`src/rtl/tag_bit_source.sv`:
```
// Backscatter tag bit generator: fixed pattern, loaded payload or PRBS7, one bit per SYMBOL_CYCLES clocks.
// Define TAG_BIT_SOURCE_PRBS_EN to build the PRBS7 source (mode 01); otherwise mode 01 acts as mode 00.
module tag_bit_source #(
  parameter int                         SYMBOL_CYCLES = 800,
  parameter int                         PATTERN_WIDTH = 8,
  parameter logic [PATTERN_WIDTH-1:0]   PATTERN_INIT  = 8'hAA,
  parameter int                         FRAME_BITS    = 0
) (
  input  logic                     clock,
  input  logic                     reset,
  input  logic                     trigger,
  input  logic [1:0]               mode,
  input  logic                     load_en,
  input  logic [PATTERN_WIDTH-1:0] load_data,
  output logic                     output_data,
  output logic                     bit_strobe,
  output logic                     frame_done
);
  localparam int CW = (SYMBOL_CYCLES > 1) ? $clog2(SYMBOL_CYCLES) : 1;
  localparam int IW = (FRAME_BITS > 0) ? $clog2(FRAME_BITS + 1) : 1;
  localparam logic [CW-1:0] CNT_LAST = CW'(SYMBOL_CYCLES - 1);
  localparam logic [IW-1:0] IDX_END  = IW'(FRAME_BITS);

  typedef enum logic [1:0] {IDLE, RUN, DONE} state_t;

  state_t                   state, state_n;
  logic [CW-1:0]            cnt, cnt_n;
  logic [IW-1:0]            idx, idx_n;
  logic [PATTERN_WIDTH-1:0] pat, pat_n, pay, pay_n, pay_sh, pay_sh_n;
  logic [1:0]               mode_q, mode_n, sel;
  logic                     out_n, stb_n, done_n, advance, src_bit, use_pay, use_prbs;
`ifdef TAG_BIT_SOURCE_PRBS_EN
  logic [6:0]               lfsr, lfsr_n;
`endif

  always_comb begin
    state_n  = state;
    cnt_n    = cnt;
    idx_n    = idx;
    pat_n    = pat;
    pay_n    = pay;
    pay_sh_n = pay_sh;
    mode_n   = mode_q;
    out_n    = output_data;
    stb_n    = 1'b0;
    done_n   = 1'b0;
    advance  = 1'b0;
    // The start edge must already use the incoming mode, before it is latched.
    sel      = (state == IDLE) ? mode : mode_q;
    use_pay  = (sel == 2'b10);
`ifdef TAG_BIT_SOURCE_PRBS_EN
    lfsr_n   = lfsr;
    use_prbs = (sel == 2'b01);
    src_bit  = use_prbs ? lfsr[6] : use_pay ? pay_sh[PATTERN_WIDTH-1] : pat[PATTERN_WIDTH-1];
`else
    use_prbs = 1'b0;
    src_bit  = use_pay ? pay_sh[PATTERN_WIDTH-1] : pat[PATTERN_WIDTH-1];
`endif

    if (!trigger) begin
      state_n  = IDLE;
      cnt_n    = '0;
      idx_n    = '0;
      out_n    = 1'b0;
      pat_n    = PATTERN_INIT;
      if (load_en) pay_n = load_data;
      pay_sh_n = pay_n;
`ifdef TAG_BIT_SOURCE_PRBS_EN
      lfsr_n   = 7'h7F;
`endif
    end else begin
      case (state)
        IDLE: begin
          state_n = RUN;
          mode_n  = mode;
          advance = 1'b1;
          cnt_n   = CW'(1);
          idx_n   = IW'(1);
        end
        RUN: begin
          cnt_n = (cnt == CNT_LAST) ? '0 : cnt + 1'b1;
          if (cnt == '0) begin
            if (FRAME_BITS != 0 && idx == IDX_END) begin
              done_n  = 1'b1;
              out_n   = 1'b0;
              cnt_n   = '0;
              state_n = DONE;
            end else begin
              advance = 1'b1;
              idx_n   = idx + 1'b1;
            end
          end
        end
        default: out_n = 1'b0;
      endcase
    end

    if (advance) begin
      out_n = src_bit;
      stb_n = 1'b1;
      if (use_pay)
        pay_sh_n = (pay_sh << 1) | (pay_sh >> (PATTERN_WIDTH - 1));
      else if (!use_prbs)
        pat_n = (pat << 1) | (pat >> (PATTERN_WIDTH - 1));
`ifdef TAG_BIT_SOURCE_PRBS_EN
      if (use_prbs) lfsr_n = {lfsr[5:0], lfsr[6] ^ lfsr[5]};
`endif
    end
  end

  always_ff @(posedge clock or negedge reset) begin
    if (!reset) begin
      state       <= IDLE;
      cnt         <= '0;
      idx         <= '0;
      pat         <= PATTERN_INIT;
      pay         <= PATTERN_INIT;
      pay_sh      <= PATTERN_INIT;
      mode_q      <= 2'b00;
      output_data <= 1'b0;
      bit_strobe  <= 1'b0;
      frame_done  <= 1'b0;
`ifdef TAG_BIT_SOURCE_PRBS_EN
      lfsr        <= 7'h7F;
`endif
    end else begin
      state       <= state_n;
      cnt         <= cnt_n;
      idx         <= idx_n;
      pat         <= pat_n;
      pay         <= pay_n;
      pay_sh      <= pay_sh_n;
      mode_q      <= mode_n;
      output_data <= out_n;
      bit_strobe  <= stb_n;
      frame_done  <= done_n;
`ifdef TAG_BIT_SOURCE_PRBS_EN
      lfsr        <= lfsr_n;
`endif
    end
  end
endmodule

```
`config.mk`:
```
export PLATFORM = sky130hd
export DESIGN_NAME = tag_bit_source
export DESIGN_NICKNAME = d
export VERILOG_FILES = /design/src/rtl/tag_bit_source.sv
export SDC_FILE = /design/constraint.sdc
export NUM_CORES = 1
export LEC_CHECK = 0
export ABC_AREA = 1
export BUFFER_PORTS_ARGS = -buffer_cell sky130_fd_sc_hd__buf_2
export CAP_MARGIN = 40
export CORE_MARGIN = 3
export CORE_UTILIZATION = 64
export CTS_BUF_LIST = sky130_fd_sc_hd__clkbuf_4 sky130_fd_sc_hd__clkbuf_8 sky130_fd_sc_hd__clkbuf_16
export CTS_CLUSTER_SIZE = 20
export DETAILED_ROUTE_END_ITERATION = 16
export PLACE_DENSITY_LB_ADDON = 0.25
export SYNTH_ARGS = -nofsm -noshare
export SYNTH_HDL_FRONTEND = slang
export SYNTH_SLANG_ARGS = --single-unit
```
`constraint.sdc`:
```
create_clock -name clock -period 4.18 [get_ports clock]
set_clock_uncertainty 0.05 [all_clocks]
set_input_delay 0.209 -clock clock [delete_from_list [all_inputs] [get_ports clock]]
set_output_delay 0.209 -clock clock [all_outputs]
set_load 0.01 [all_outputs]
```
==> parameters.txt, run 1 <==
Parameter                              Value

Worst setup path
  Stages on the worst setup path ... 9
  Worst path required time ... 4.38 ns
  Maximum fanout encountered on the critical timing path ... 21
  Largest stage delay on the critical path ... between 0.6 and 0.7 ns
  Slowest cell on the critical path ... sky130_fd_sc_hd__dfrtp_1
  Reg-to-reg endpoint ... pay_sh[0]
  Worst R2R Path Depth ... 9
  Startpoint of the most critical setup path ... state[0]
  Worst Path Class, Setup ... register to register
  Worst setup EP type ... register
  CP top delay family ... simple AND/OR/NAND/NOR gates
  Most prevalent standard cell on the critical path ... sky130_fd_sc_hd__nand2_1
  R2R setup slack ... ~2.4 ns
  FF-to-FF Start ... state[0]
  Arrival time reported for the critical path endpoint ... 2.01 ns
  Critical path startpoint category ... register
  Crit path buf inv count ... 2
  Crit path to ... pay_sh[0]
  Cell breakdown of the critical path ... inv_1 > nand2_1 > nand2_2 > nand2_2 > inv_2 > nand2_1 > nand2_1 > nand2_1 > nand2_1

Yosys
  #FFs+latches synth ... 39
  Yosys warning total ... 0
  Number of distinct standard cells referenced by the synthesized netlist ... 29
  Post-Syn Area per Cell ... around 7.3 µm²
  Proportion of synthesized chip area in sequential cells ... 0.447
  Most used flip-flop cell after synthesis ... sky130_fd_sc_hd__dfrtp_1
  Post-Synthesis Cell Area ... 2210 µm²
  Post-Syn Nets ... roughly 320
  Syn Inst Count ... between 300 and 400
  Number of synthesized flops with an enable pin ... 0
  Proportion of synthesized flip-flops having asynchronous set or reset ... 1.00

Floorplanning
  Die ar. ... about 4200 µm²
  Chip Height ... roughly 65 µm
  Area inside the core boundary ... between 3000 and 4000 µm²
  Number of top-level pins ... 17
  Die X-Extent ... around 65 µm
  Standard-cell row count ... 20
  Starting density of the core ... 0.697

Finish
  Multi-input combinational cell area ... around 990 µm²
  NumNets Final ... between 300 and 400
  Count of antenna diodes in the layout ... 0
  Number of inserted filler cells in the final layout ... 253
  Growth of design area from synthesis to finish ... 6.33%
  Share of layout cells above drive strength 1 ... 0.184
  Sequential standard cell area ... ~990 µm²

Timing
  FMAX ... between 500 and 600 MHz
  Worst-margin pin slew ... approximately 0.83 ns
  Max-slew violation total from the final report ... 0
  Unrepaired setup endpoints after global routing ... no
  Final setup violation count ... 0
  Minimum setup slack in the final design ... 2.37 ns
  Fin crit period ... 1.81 ns
  Post-route clock period utilization ... 0.432
  Worst slew slack as a fraction of its limit ... 0.445
  Number of endpoints with negative hold slack in the final report ... 0
  Fin Setup TNS ... 0 ns

Min path
  Worst min path class ... input pin to register
  Launch instance of the worst min-delay path ... mode[1]

Place
  Setup slack at placement ... roughly 2.4 ns
  Port bufs ... 15
  HPWL reported at the end of detailed placement ... approximately 3 mm
  Final GP Congestion ... approximately 0.89

Job
  Maxcap violations ... 0

Global route
  Global router's overall resource usage ... 0.228
  Wire length of the first global-routing pass ... between 7 and 8 mm
  Via count of the first global-routing pass ... around 1.7k
  Maximum number of pins on one net before global-route repair ... 40
  Grt total ovfl ... 0
  Antenna violations before repair ... 0

Pwr
  Cell internal pwr ... ~0.67 mW
  Switching Power ... 0.252 mW
  Sequential group share of total power ... 0.490
  Pwr dens ... 391 nW/µm²
  Switching share of power ... 0.274
  Pleak ... about 1.3 nW
  Clock share of power ... 0.338
  Worst vdd rail ir drop ... between 0.0002 and 0.0003 V
  Part of the total power dissipated in combinational logic ... 0.171

Route
  Total met3 wirelength after detailed routing ... about 280 µm
  Vias ... 1901
  Routed metal-1 wire length ... roughly 1.9 mm
  Number of DRC markers in iteration 0 ... 164
  Highest routed metal layer ... met4
  WL met2 ... 2.05 mm
  Vias per cell ... 5.28
  Remaining design rule violation count ... 0
  Routed WL ... 4.28 mm
  Final ANT Viol Nets ... 0
  Average wire per cell in the routed design ... 11.9 µm
  TritonRoute pass-1 iters ... 5

Clock tree
  Skew-Pair Late Insertion Delay ... approximately 0.34 ns
  Clock sink count ... 39
  Number of levels in the clock H-tree ... 2
  CTS tree ... done
  Number of buffers added by the clock tree synthesis step ... 5
  Root buffer cell ... sky130_fd_sc_hd__clkbuf_4
  CTS-repair resized insts ... 0
  Clk pin slew, worst setup/hold paths ... approximately 0.12 ns
  Clk buf depth ... 2

Outcome
  Outcome ... finished clean
-- metal layers --
metal | vias up | global-route usage
li1 | 960 | -
met1 | 860 | 0.296
met2 | 70 | 0.378
met3 | 11 | 0.0433
met4 | 0 | 0.0818
met5 | - | 0
-- cell usage after synthesis, types with 2 or more instances --
| master | count | area, µm² |
|---|---|---|
| sky130_fd_sc_hd__a21oi_1 | 5 | 25.0 |
| sky130_fd_sc_hd__buf_2 | 4 | 20.0 |
| sky130_fd_sc_hd__buf_4 | 3 | 22.5 |
| sky130_fd_sc_hd__buf_6 | 4 | 45.0 |
| sky130_fd_sc_hd__dfrtp_1 | 27 | 676 |
| sky130_fd_sc_hd__dfstp_2 | 12 | 315 |
| sky130_fd_sc_hd__ha_1 | 2 | 25.0 |
| sky130_fd_sc_hd__inv_1 | 28 | 105 |
| sky130_fd_sc_hd__inv_2 | 5 | 18.8 |
| sky130_fd_sc_hd__nand2_1 | 130 | 488 |
| sky130_fd_sc_hd__nand2_2 | 6 | 37.5 |
| sky130_fd_sc_hd__nand2_4 | 2 | 22.5 |
| sky130_fd_sc_hd__nand3_1 | 22 | 110 |
| sky130_fd_sc_hd__nand4_1 | 5 | 31.3 |
| sky130_fd_sc_hd__nor2_1 | 17 | 63.8 |
| sky130_fd_sc_hd__nor2_2 | 3 | 18.8 |
| sky130_fd_sc_hd__o21ai_0 | 13 | 65.1 |
| sky130_fd_sc_hd__o21ai_1 | 3 | 15.0 |
| sky130_fd_sc_hd__or2_2 | 4 | 25.0 |
-- power by group through the flow --
stage,sequential [mW],clock [mW],combinational [mW]
after global routing,0.456,0.332,0.183
after detailed placement,0.458,0,0.156
after global placement,0.457,0,0.151
after CTS,0.451,0.316,0.158
after floorplan,0.451,0,0.129
final,0.451,0.311,0.158
-- flip-flops by register name (all words and copies together) (netlist names) --
signal and count:
pat 8, cnt 10, state 1, mode_q 2, bit_strobe 1, pay_sh 8
output_data 1, pay 8
-- worst min-delay path, stage by stage --
cell,delay (ns)
sky130_fd_sc_hd__buf_2,0.10
sky130_fd_sc_hd__nand2_1,0.09
sky130_fd_sc_hd__a31oi_1,0.10
-- placed cells by master (no fill, tap or decap), types with 2 or more instances in the layout --
master                      Yosys  routed
sky130_fd_sc_hd__clkbuf_4       0       5
sky130_fd_sc_hd__ha_1           2       2
sky130_fd_sc_hd__nand2_1      130     130
sky130_fd_sc_hd__o21ai_0       13      13
sky130_fd_sc_hd__nand4_1        5       5
sky130_fd_sc_hd__nor2_1        17      17
sky130_fd_sc_hd__nand2_2        6       6
sky130_fd_sc_hd__nand2_4        2       2
sky130_fd_sc_hd__dfrtp_1       27      27
sky130_fd_sc_hd__a21oi_1        5       5
sky130_fd_sc_hd__buf_2          4      15
sky130_fd_sc_hd__dfstp_2       12      12
sky130_fd_sc_hd__nand3_1       22      22
sky130_fd_sc_hd__o21ai_1        3       3
sky130_fd_sc_hd__nor2_2         3       3
sky130_fd_sc_hd__inv_2          5       5
sky130_fd_sc_hd__inv_1         28      28
sky130_fd_sc_hd__bufinv_16      0       2
sky130_fd_sc_hd__or2_2          4       4
-- how the worst min path moves through the flow --
stage	to	slack, ns	cells past startpoint
floorplan	bit_strobe	-0.14	0
global placement	cnt[7]	0.30	1
detailed placement	cnt[7]	0.30	1
CTS	mode_q[1]	0.14	3
global route	mode_q[1]	0.15	3
finish	mode_q[1]	0.14	3
-- cell type report --
cell class              instances  share of cell area
inverters                      33              0.0526
flip-flops and latches         39               0.421
clock inverters                 3              0.0287
multi-input cells             220               0.422
repair buffers                 16              0.0361
clock buffers                   5              0.0159
well taps                      44              0.0234
-- logic make-up after synthesis --
logic type                 share of synthesized area
other                                        0.00169
DFF                                            0.447
AOI/OAI and AO/OA                             0.0616
buffers and inverters                          0.103
xor gates and xnor gates                     0.00396
and+or+nand+nor                                0.371
adders and majority gates                     0.0113
-- per-stage QoR --
step                      instance area [µm²]  total power [mW]  utilization  hold slack, ns  cells
after global routing                     2350             0.971        0.741           0.148    360
after detailed placement                 2240             0.614        0.705           0.303    351
final                                    2350             0.920        0.741           0.143    360
after CTS                                2350             0.925        0.741           0.142    360
after global placement                   2240             0.608        0.705           0.303    351
after floorplan                          2210             0.580            -          -0.137    305
-- repair_timing --
action / CTS / global route
hold endpoints to repair: 27 / 0
buffers inserted: 0 / 0
hold buffers: 1 / 0
No activity file was read; power rests on OpenSTA's default activity.
==> inputs of run 2 (changes only) <==
--- a/config.mk
+++ b/config.mk
@@ -5,11 +5,11 @@
 export SDC_FILE = /design/constraint.sdc
 export NUM_CORES = 1
 export LEC_CHECK = 0
-export ABC_AREA = 1
+export ABC_AREA = 0
 export BUFFER_PORTS_ARGS = -buffer_cell sky130_fd_sc_hd__buf_2
 export CAP_MARGIN = 40
 export CORE_MARGIN = 3
-export CORE_UTILIZATION = 64
+export CORE_UTILIZATION = 58
 export CTS_BUF_LIST = sky130_fd_sc_hd__clkbuf_4 sky130_fd_sc_hd__clkbuf_8 sky130_fd_sc_hd__clkbuf_16
 export CTS_CLUSTER_SIZE = 20
 export DETAILED_ROUTE_END_ITERATION = 16
==> constraint.sdc (replaced) <==
create_clock -name clock -period 1.8 [get_ports clock]
set_clock_uncertainty 0.05 [all_clocks]
set_input_delay 0.09 -clock clock [delete_from_list [all_inputs] [get_ports clock]]
set_output_delay 0.09 -clock clock [all_outputs]
set_load 0.01 [all_outputs]
==> run 2 against run 1 <==
The run now ends with negative setup slack left; cell area decreased by 2.0%; maximum frequency is 1.7% lower; global-route usage fell by 2.8 points.
==> parameters.txt, run 2 <==
Parameter                              Value

Route
  Number of DRC markers in iteration 0 ... 68
  Vias ... 1287
  Routed WL ... around 3.4 mm
  Remaining design rule violation count ... 0
  Final ANT Viol Nets ... 0
  Vias per cell ... ~5.2
  TritonRoute pass-1 iters ... 4
  Average wire per cell in the routed design ... 13.8 µm

Timing
  Final setup violation count ... 4
  Unrepaired setup endpoints after global routing ... yes
  FMAX ... between 500 and 600 MHz
  Fin crit period ... 1.84 ns
  Max-slew violation total from the final report ... 0
  Minimum setup slack in the final design ... -0.0364 ns
  Post-route clock period utilization ... 1.02
  Worst-margin pin slew ... 0.808 ns
  Number of endpoints with negative hold slack in the final report ... 0
  Worst slew slack as a fraction of its limit ... 0.461

Global route
  Global router's overall resource usage ... 0.199
  Maximum number of pins on one net before global-route repair ... 40
  Wire length of the first global-routing pass ... 6.09 mm
  Antenna violations before repair ... 0
  Grt total ovfl ... 0
  Via count of the first global-routing pass ... ~1.4k

Yosys
  Main area contributors after synthesis ... sky130_fd_sc_hd__dfrtp_1 (35%), sky130_fd_sc_hd__dfstp_2 (17%), sky130_fd_sc_hd__mux2_2 (11%)
  Yosys top cell area share ... 0.355
  Syn Inst Count ... roughly 170
  #FFs+latches synth ... 39
  Proportion of synthesized chip area in sequential cells ... 0.520
  Proportion of synthesized flip-flops having asynchronous set or reset ... 1.00
  Most frequently used cell type in the post-synthesis netlist ... sky130_fd_sc_hd__dfrtp_1
  Most used flip-flop cell after synthesis ... sky130_fd_sc_hd__dfrtp_1
  Number of synthesized flops with an enable pin ... 0
  Post-Syn Area per Cell ... between 10 and 15 µm²
  Number of distinct standard cells referenced by the synthesized netlist ... 35
  Post-Synthesis Cell Area ... about 1900 µm²
  Cell accounting for the most synthesized area ... sky130_fd_sc_hd__dfrtp_1
  Most common library cells after synthesis ... sky130_fd_sc_hd__dfrtp_1 (27), sky130_fd_sc_hd__nand2_1 (19), sky130_fd_sc_hd__mux2_2 (18)
  Yosys warning total ... 0
  Post-Syn Nets ... about 180

Pwr
  Sequential group share of total power ... 0.531
  Pwr dens ... approximately 900 nW/µm²
  Worst vdd rail ir drop ... 0.000647 V
  Pleak ... around 1.1 nW
  Part of the total power dissipated in combinational logic ... 0.178
  Overall Power ... between 2 and 2.5 mW
  Switching share of power ... 0.241
  Switching Power ... between 0.4 and 0.5 mW
  Cell internal pwr ... about 1.6 mW
  Clock share of power ... 0.291

Floorplanning
  Number of top-level pins ... 17
  Die X-Extent ... about 63 µm
  Die ar. ... about 4000 µm²
  Starting density of the core ... 0.614
  Chip Height ... approximately 63 µm
  Area inside the core boundary ... a little over 3000 µm²
  Standard-cell row count ... 20

Worst setup path
  Maximum fanout encountered on the critical timing path ... 9
  Worst R2R Path Depth ... 6
  R2R setup slack ... -0.04 ns
  Worst path required time ... 1.99 ns
  Worst setup EP type ... register
  Worst Path Class, Setup ... register to register
  Critical path startpoint category ... register
  Arrival time reported for the critical path endpoint ... 2.02 ns
  FF-to-FF Start ... cnt[0]
  Reg-to-reg endpoint ... pay_sh[0]

Finish
  Largest register FFs ... 10
  Growth of design area from synthesis to finish ... 21.1%
  NumNets Final ... 219
  Count of antenna diodes in the layout ... 0
  Non-Filler Cell Area, Final ... 2310 µm²
  Most common library cell in the layout ignoring fill and taps ... sky130_fd_sc_hd__dfrtp_1
  Most frequent cells in the layout ... sky130_fd_sc_hd__dfrtp_1 (27), sky130_fd_sc_hd__nand2_1 (19), sky130_fd_sc_hd__mux2_2 (18), sky130_fd_sc_hd__buf_2 (15)
  Share of layout cells above drive strength 1 ... 0.368
  Register with the most flip-flops ... cnt

Clock tree
  Root buffer cell ... sky130_fd_sc_hd__clkbuf_4
  CTS tree ... done
  Clock sink count ... 39
  Clk buf depth ... 2
  Clk pin slew, worst setup/hold paths ... between 0.1 and 0.15 ns
  Skew-Pair Late Insertion Delay ... around 0.35 ns
  Number of levels in the clock H-tree ... 2
  Number of buffers added by the clock tree synthesis step ... 5

Job
  Maxcap violations ... 0

Min path
  Worst min path class ... input pin to async pin

Place
  Placement-stage cell area ... about 2100 µm²
  HPWL reported at the end of detailed placement ... ~2.3 mm
  Port bufs ... 15
  Final GP Congestion ... between 0.8 and 0.9
  Setup slack at placement ... -0.0469 ns

Outcome
  Outcome ... complete, but fails checks
  Violated checks ... negative setup slack
[run 2: changes by cell type after synthesis, moves of 5 or more]
cell,delta
sky130_fd_sc_hd__nand2_1,-111
sky130_fd_sc_hd__inv_1,-19
sky130_fd_sc_hd__mux2_2,+18
sky130_fd_sc_hd__nand3_1,-18
sky130_fd_sc_hd__mux2i_1,+12
sky130_fd_sc_hd__nand2_2,-6
sky130_fd_sc_hd__nor2_1,-6
sky130_fd_sc_hd__a21oi_1,-5
sky130_fd_sc_hd__inv_2,-5
[run 2: worst max-delay path by stage]
stage / slack, ns / cells after the start / from / to
after floorplan: 0.04 / 6 / cnt[0] / pay_sh[0]
after global placement: 0.02 / 6 / cnt[0] / pay_sh[6]
after detailed placement: -0.05 / 6 / cnt[0] / pay_sh[0]
after CTS: -0.02 / 6 / cnt[0] / pay_sh[2]
after global routing: -0.13 / 6 / cnt[0] / pay_sh[6]
final: -0.04 / 6 / cnt[0] / pay_sh[0]
[run 2: cell families (layout without fill, tap and decap cells)]
family / count (synthesis) / in the layout / synth area share
AND/OR/NAND/NOR: 50 / 50 / 0.139
flip-flops: 39 / 39 / 0.520
multiplexers: 34 / 34 / 0.193
buffers and inverters: 18 / 57 / 0.0446
AO/OA/AOI/OAI: 13 / 13 / 0.0512
XOR/XNOR: 8 / 8 / 0.0368
adder cells (fa/ha/maj): 2 / 2 / 0.0131
other: 1 / 1 / 0.00197
[run 2: final cells by class]
cell class	instances	area (µm²)
Timing Repair Buffer	40	297
Sequential cell	39	991
Clock buffer	6	51.3
Clock inverter	2	35.0
Fill cell	236	796
Inverter	9	33.8
Multi-Input combinational cell	108	845
Tap cell	44	55.1
[run 2: worst max-delay path, cell delays in order, from the launching register on]
cell	delay (ns)
sky130_fd_sc_hd__dfrtp_1	0.40
sky130_fd_sc_hd__inv_1	0.06
sky130_fd_sc_hd__ha_1	0.14
sky130_fd_sc_hd__nor4b_4	0.26
sky130_fd_sc_hd__a41oi_4	0.19
sky130_fd_sc_hd__nor2_4	0.26
sky130_fd_sc_hd__mux2_2	0.37
[run 2: layer usage]
layer	share of wire	vias to the layer above	track usage
met5	0	-	0
met4	0.017	0	0.0728
met3	0.037	6	0.0624
met2	0.51	20	0.347
met1	0.43	624	0.229
li1	-	637	-
[run 2: power groups by stage]
stage	combinational [mW]	clock [mW]	sequential, mW
floorplan	0.231	0	1.10
global placement	0.298	0	1.11
detailed placement	0.317	0	1.11
CTS	0.343	0.624	1.10
global route	0.414	0.665	1.11
finish	0.368	0.603	1.10
[run 2: per-stage QoR]
step	hold slack (ns)	std cells	utilization	setup TNS, ns
floorplan	-0.256	165	-	0
global placement	0.175	225	0.664	0
detailed placement	0.177	225	0.664	-0.245
CTS	0.304	246	0.734	-0.0660
global route	0.339	248	0.744	-2.08
finish	0.313	248	0.744	-0.131
[run 2: repair_timing]
item                                    4_1_cts  5_1_grt
buffers inserted                              1        2
gates resized for setup                       1        4
hold buffers                                 12        0
hold endpoints to repair                     38        0
pin swaps                                     4        4
endpoints found under the setup margin       15       21
==> inputs of run 3 (changes only) <==
--- a/config.mk
+++ b/config.mk
@@ -14,6 +14,7 @@
 export CTS_CLUSTER_SIZE = 20
 export DETAILED_ROUTE_END_ITERATION = 16
 export PLACE_DENSITY_LB_ADDON = 0.25
+export SETUP_SLACK_MARGIN = 0.05
 export SYNTH_ARGS = -nofsm -noshare
 export SYNTH_HDL_FRONTEND = slang
 export SYNTH_SLANG_ARGS = --single-unit
==> run 3 against run 2 <==
The flow still finishes with violations (negative setup slack); cell count rose by 4.0%; critical path depth increased by 1; maximum frequency decreased by 3.7%; combinational power grew 17%; global-route usage rose by 2.4 points; cell area rose by 5.6%; non-clock buffer count up 9; total power increased by 4.3%; routed wire length is 24% higher; flip-flop and latch count stayed put; critical endpoint is now pat[3].
==> parameters.txt, run 3 (synthesis gave the netlist of run 2 again) <==
Parameter                              Value

Outcome
  Outcome ... complete, but fails checks
  Violated checks ... negative setup slack

Worst setup path
  Slowest cell on the critical path ... sky130_fd_sc_hd__dfrtp_1
  CP top delay family ... simple AND/OR/NAND/NOR gates
  Largest stage delay on the critical path ... between 0.4 and 0.5 ns
  R2R setup slack ... -0.11 ns
  Crit path buf inv count ... 2
  Worst Path Class, Setup ... register to register
  Critical path startpoint category ... register
  Maximum fanout encountered on the critical timing path ... 5
  Worst path required time ... roughly 2.0 ns
  Arrival time reported for the critical path endpoint ... between 2 and 2.5 ns
  Cell breakdown of the critical path ... inv_1 > ha_2 > nor4b_4 > a41oi_4 > nor2b_2 > buf_6 > mux2_4
  Worst setup EP type ... register

Route
  Vias per cell ... about 5.4
  Average wire per cell in the routed design ... 16.5 µm
  TritonRoute pass-1 iters ... 5
  Vias ... 1400
  Final ANT Viol Nets ... 0
  Number of DRC markers in iteration 0 ... 130
  Routed WL ... about 4.2 mm
  Remaining design rule violation count ... 0

Job
  Maxcap violations ... 0

Global route
  Routing usage on met2 ... 0.370
  Top Usage Layer GRT ... met2
  Global router's overall resource usage ... 0.223
  Wire length of the first global-routing pass ... around 6.8 mm
  Met1 global-route usage ... 0.268
  Antenna violations before repair ... 0
  Grt total ovfl ... 0
  Maximum number of pins on one net before global-route repair ... 40
  Via count of the first global-routing pass ... 1476
  Met3 track demand over resource in global routing ... 0.0695

Timing
  Post-route clock period utilization ... 1.06
  FMAX ... between 500 and 600 MHz
  Worst slew slack as a fraction of its limit ... 0.442
  Unrepaired setup endpoints after global routing ... yes
  Max-slew violation total from the final report ... 0
  Fin crit period ... around 1.9 ns
  Number of endpoints with negative hold slack in the final report ... 0
  Final setup violation count ... 17
  Worst-margin pin slew ... approximately 0.84 ns
  Minimum setup slack in the final design ... -0.106 ns

Place
  Port bufs ... 15
  Setup slack at placement ... -0.0297 ns
  HPWL reported at the end of detailed placement ... around 2.6 mm
  Final GP Congestion ... around 0.8
  Placement-stage cell area ... 2070 µm²
  Placed insts ... ~230

Finish
  Largest register FFs ... 10
  Number of inserted filler cells in the final layout ... around 210
  Post-layout instance count excluding filler cells ... between 200 and 300
  Most frequent cells in the layout ... sky130_fd_sc_hd__dfrtp_1 (27), sky130_fd_sc_hd__nand2_1 (19), sky130_fd_sc_hd__buf_4 (19), sky130_fd_sc_hd__buf_2 (15), sky130_fd_sc_hd__mux2_2 (13)
  NumNets Final ... between 200 and 250
  Non-Filler Cell Area, Final ... ~2400 µm²
  Count of antenna diodes in the layout ... 0
  Register with the most flip-flops ... cnt
  Share of layout cells above drive strength 1 ... 0.449
  Most common library cell in the layout ignoring fill and taps ... sky130_fd_sc_hd__dfrtp_1
  Growth of design area from synthesis to finish ... 27.8%

Floorplanning
  Chip Height ... around 63 µm
  Starting density of the core ... 0.614
  Standard-cell row count ... 20
  Area inside the core boundary ... 3100 µm²
  Number of top-level pins ... 17
  Die ar. ... between 4000 and 5000 µm²
  Die X-Extent ... roughly 63 µm

Clock tree
  Clock sink count ... 39
  Skew-Pair Late Insertion Delay ... around 0.35 ns
  Number of buffers added by the clock tree synthesis step ... 5
  Number of levels in the clock H-tree ... 2
  Clk pin slew, worst setup/hold paths ... between 0.1 and 0.15 ns
  Clk buf depth ... 2
  CTS tree ... done
  Root buffer cell ... sky130_fd_sc_hd__clkbuf_4

Pwr
  Pleak ... about 1.1 nW
  Pwr dens ... about 890 nW/µm²
  Worst vdd rail ir drop ... about 0.00069 V

Min path
  Worst min path class ... input pin to async pin
## run 3: changes by cell type in the layout (fill, tap and decap cells not counted), moves of 5 or more
cell                     previous run  this run
sky130_fd_sc_hd__mux2_4             4         9
sky130_fd_sc_hd__nor2_1            11         3
sky130_fd_sc_hd__mux2_2            18        13
sky130_fd_sc_hd__nor2_2             0         9
sky130_fd_sc_hd__buf_4             12        19
## run 3: routing by layer
layer / wire length, µm / up-vias
li1: - / 651
met1: 1770 / 688
met2: 2210 / 50
met3: 184 / 11
met4: 86 / 0
met5: 0 / -
## run 3: power breakdown
part / internal [mW] / leakage [nW] / switching [mW]
registers: 1.04 / 0.469 / 0.0700
clock network: 0.328 / 0.0482 / 0.295
logic: 0.238 / 0.596 / 0.191
## run 3: path summary, 6_finish.rpt
path                       startpoint         to  cells after the start
setup / recovery               cnt[1]     pat[3]                      7
hold / removal                  reset     pay[2]                      2
setup reg to reg               cnt[1]     pat[3]                      7
hold reg to reg                pay[4]     pay[4]                      1
max in group asynchronous       reset     pat[4]                      2
min in group clock            load_en  pay_sh[4]                      4
## run 3: area by class of cell
class | instances | area [µm²] | area share
inverters | 9 | 33.8 | 0.0139
repair buffers | 49 | 372 | 0.153
well taps | 44 | 55.1 | 0.0226
multi-input cells | 109 | 898 | 0.369
flip-flops and latches | 39 | 991 | 0.407
clock buffers | 6 | 51.3 | 0.0211
clock inverters | 2 | 35.0 | 0.0144
## run 3: worst reg2reg max path: stages (launching register included)
cell	delay, ns
sky130_fd_sc_hd__dfrtp_1	0.41
sky130_fd_sc_hd__inv_1	0.07
sky130_fd_sc_hd__ha_2	0.16
sky130_fd_sc_hd__nor4b_4	0.27
sky130_fd_sc_hd__a41oi_4	0.21
sky130_fd_sc_hd__nor2b_2	0.21
sky130_fd_sc_hd__buf_6	0.16
sky130_fd_sc_hd__mux2_4	0.31
## run 3: per-stage QoR
step	utilization	TNS (ns)	total power [mW]	hold WS, ns
after floorplan	-	0	1.33	-0.256
after global placement	0.669	0	1.41	0.175
final	0.785	-0.990	2.16	0.310
after detailed placement	0.669	-0.163	1.44	0.187
after global routing	0.785	-2.15	2.27	0.344
after CTS	0.758	-0.175	2.12	0.326
## run 3: what timing repair did
| action | 4_1_cts | 5_1_grt |
|---|---|---|
| endpoints found under the hold margin | 38 | 0 |
| setup buffers | 5 | 4 |
| setup endpoints to repair | 21 | 25 |
| pin swaps | 2 | 2 |
| gates resized for setup | 7 | 18 |
| hold buffers | 12 | 0 |
| gates cloned | 1 | 1 |
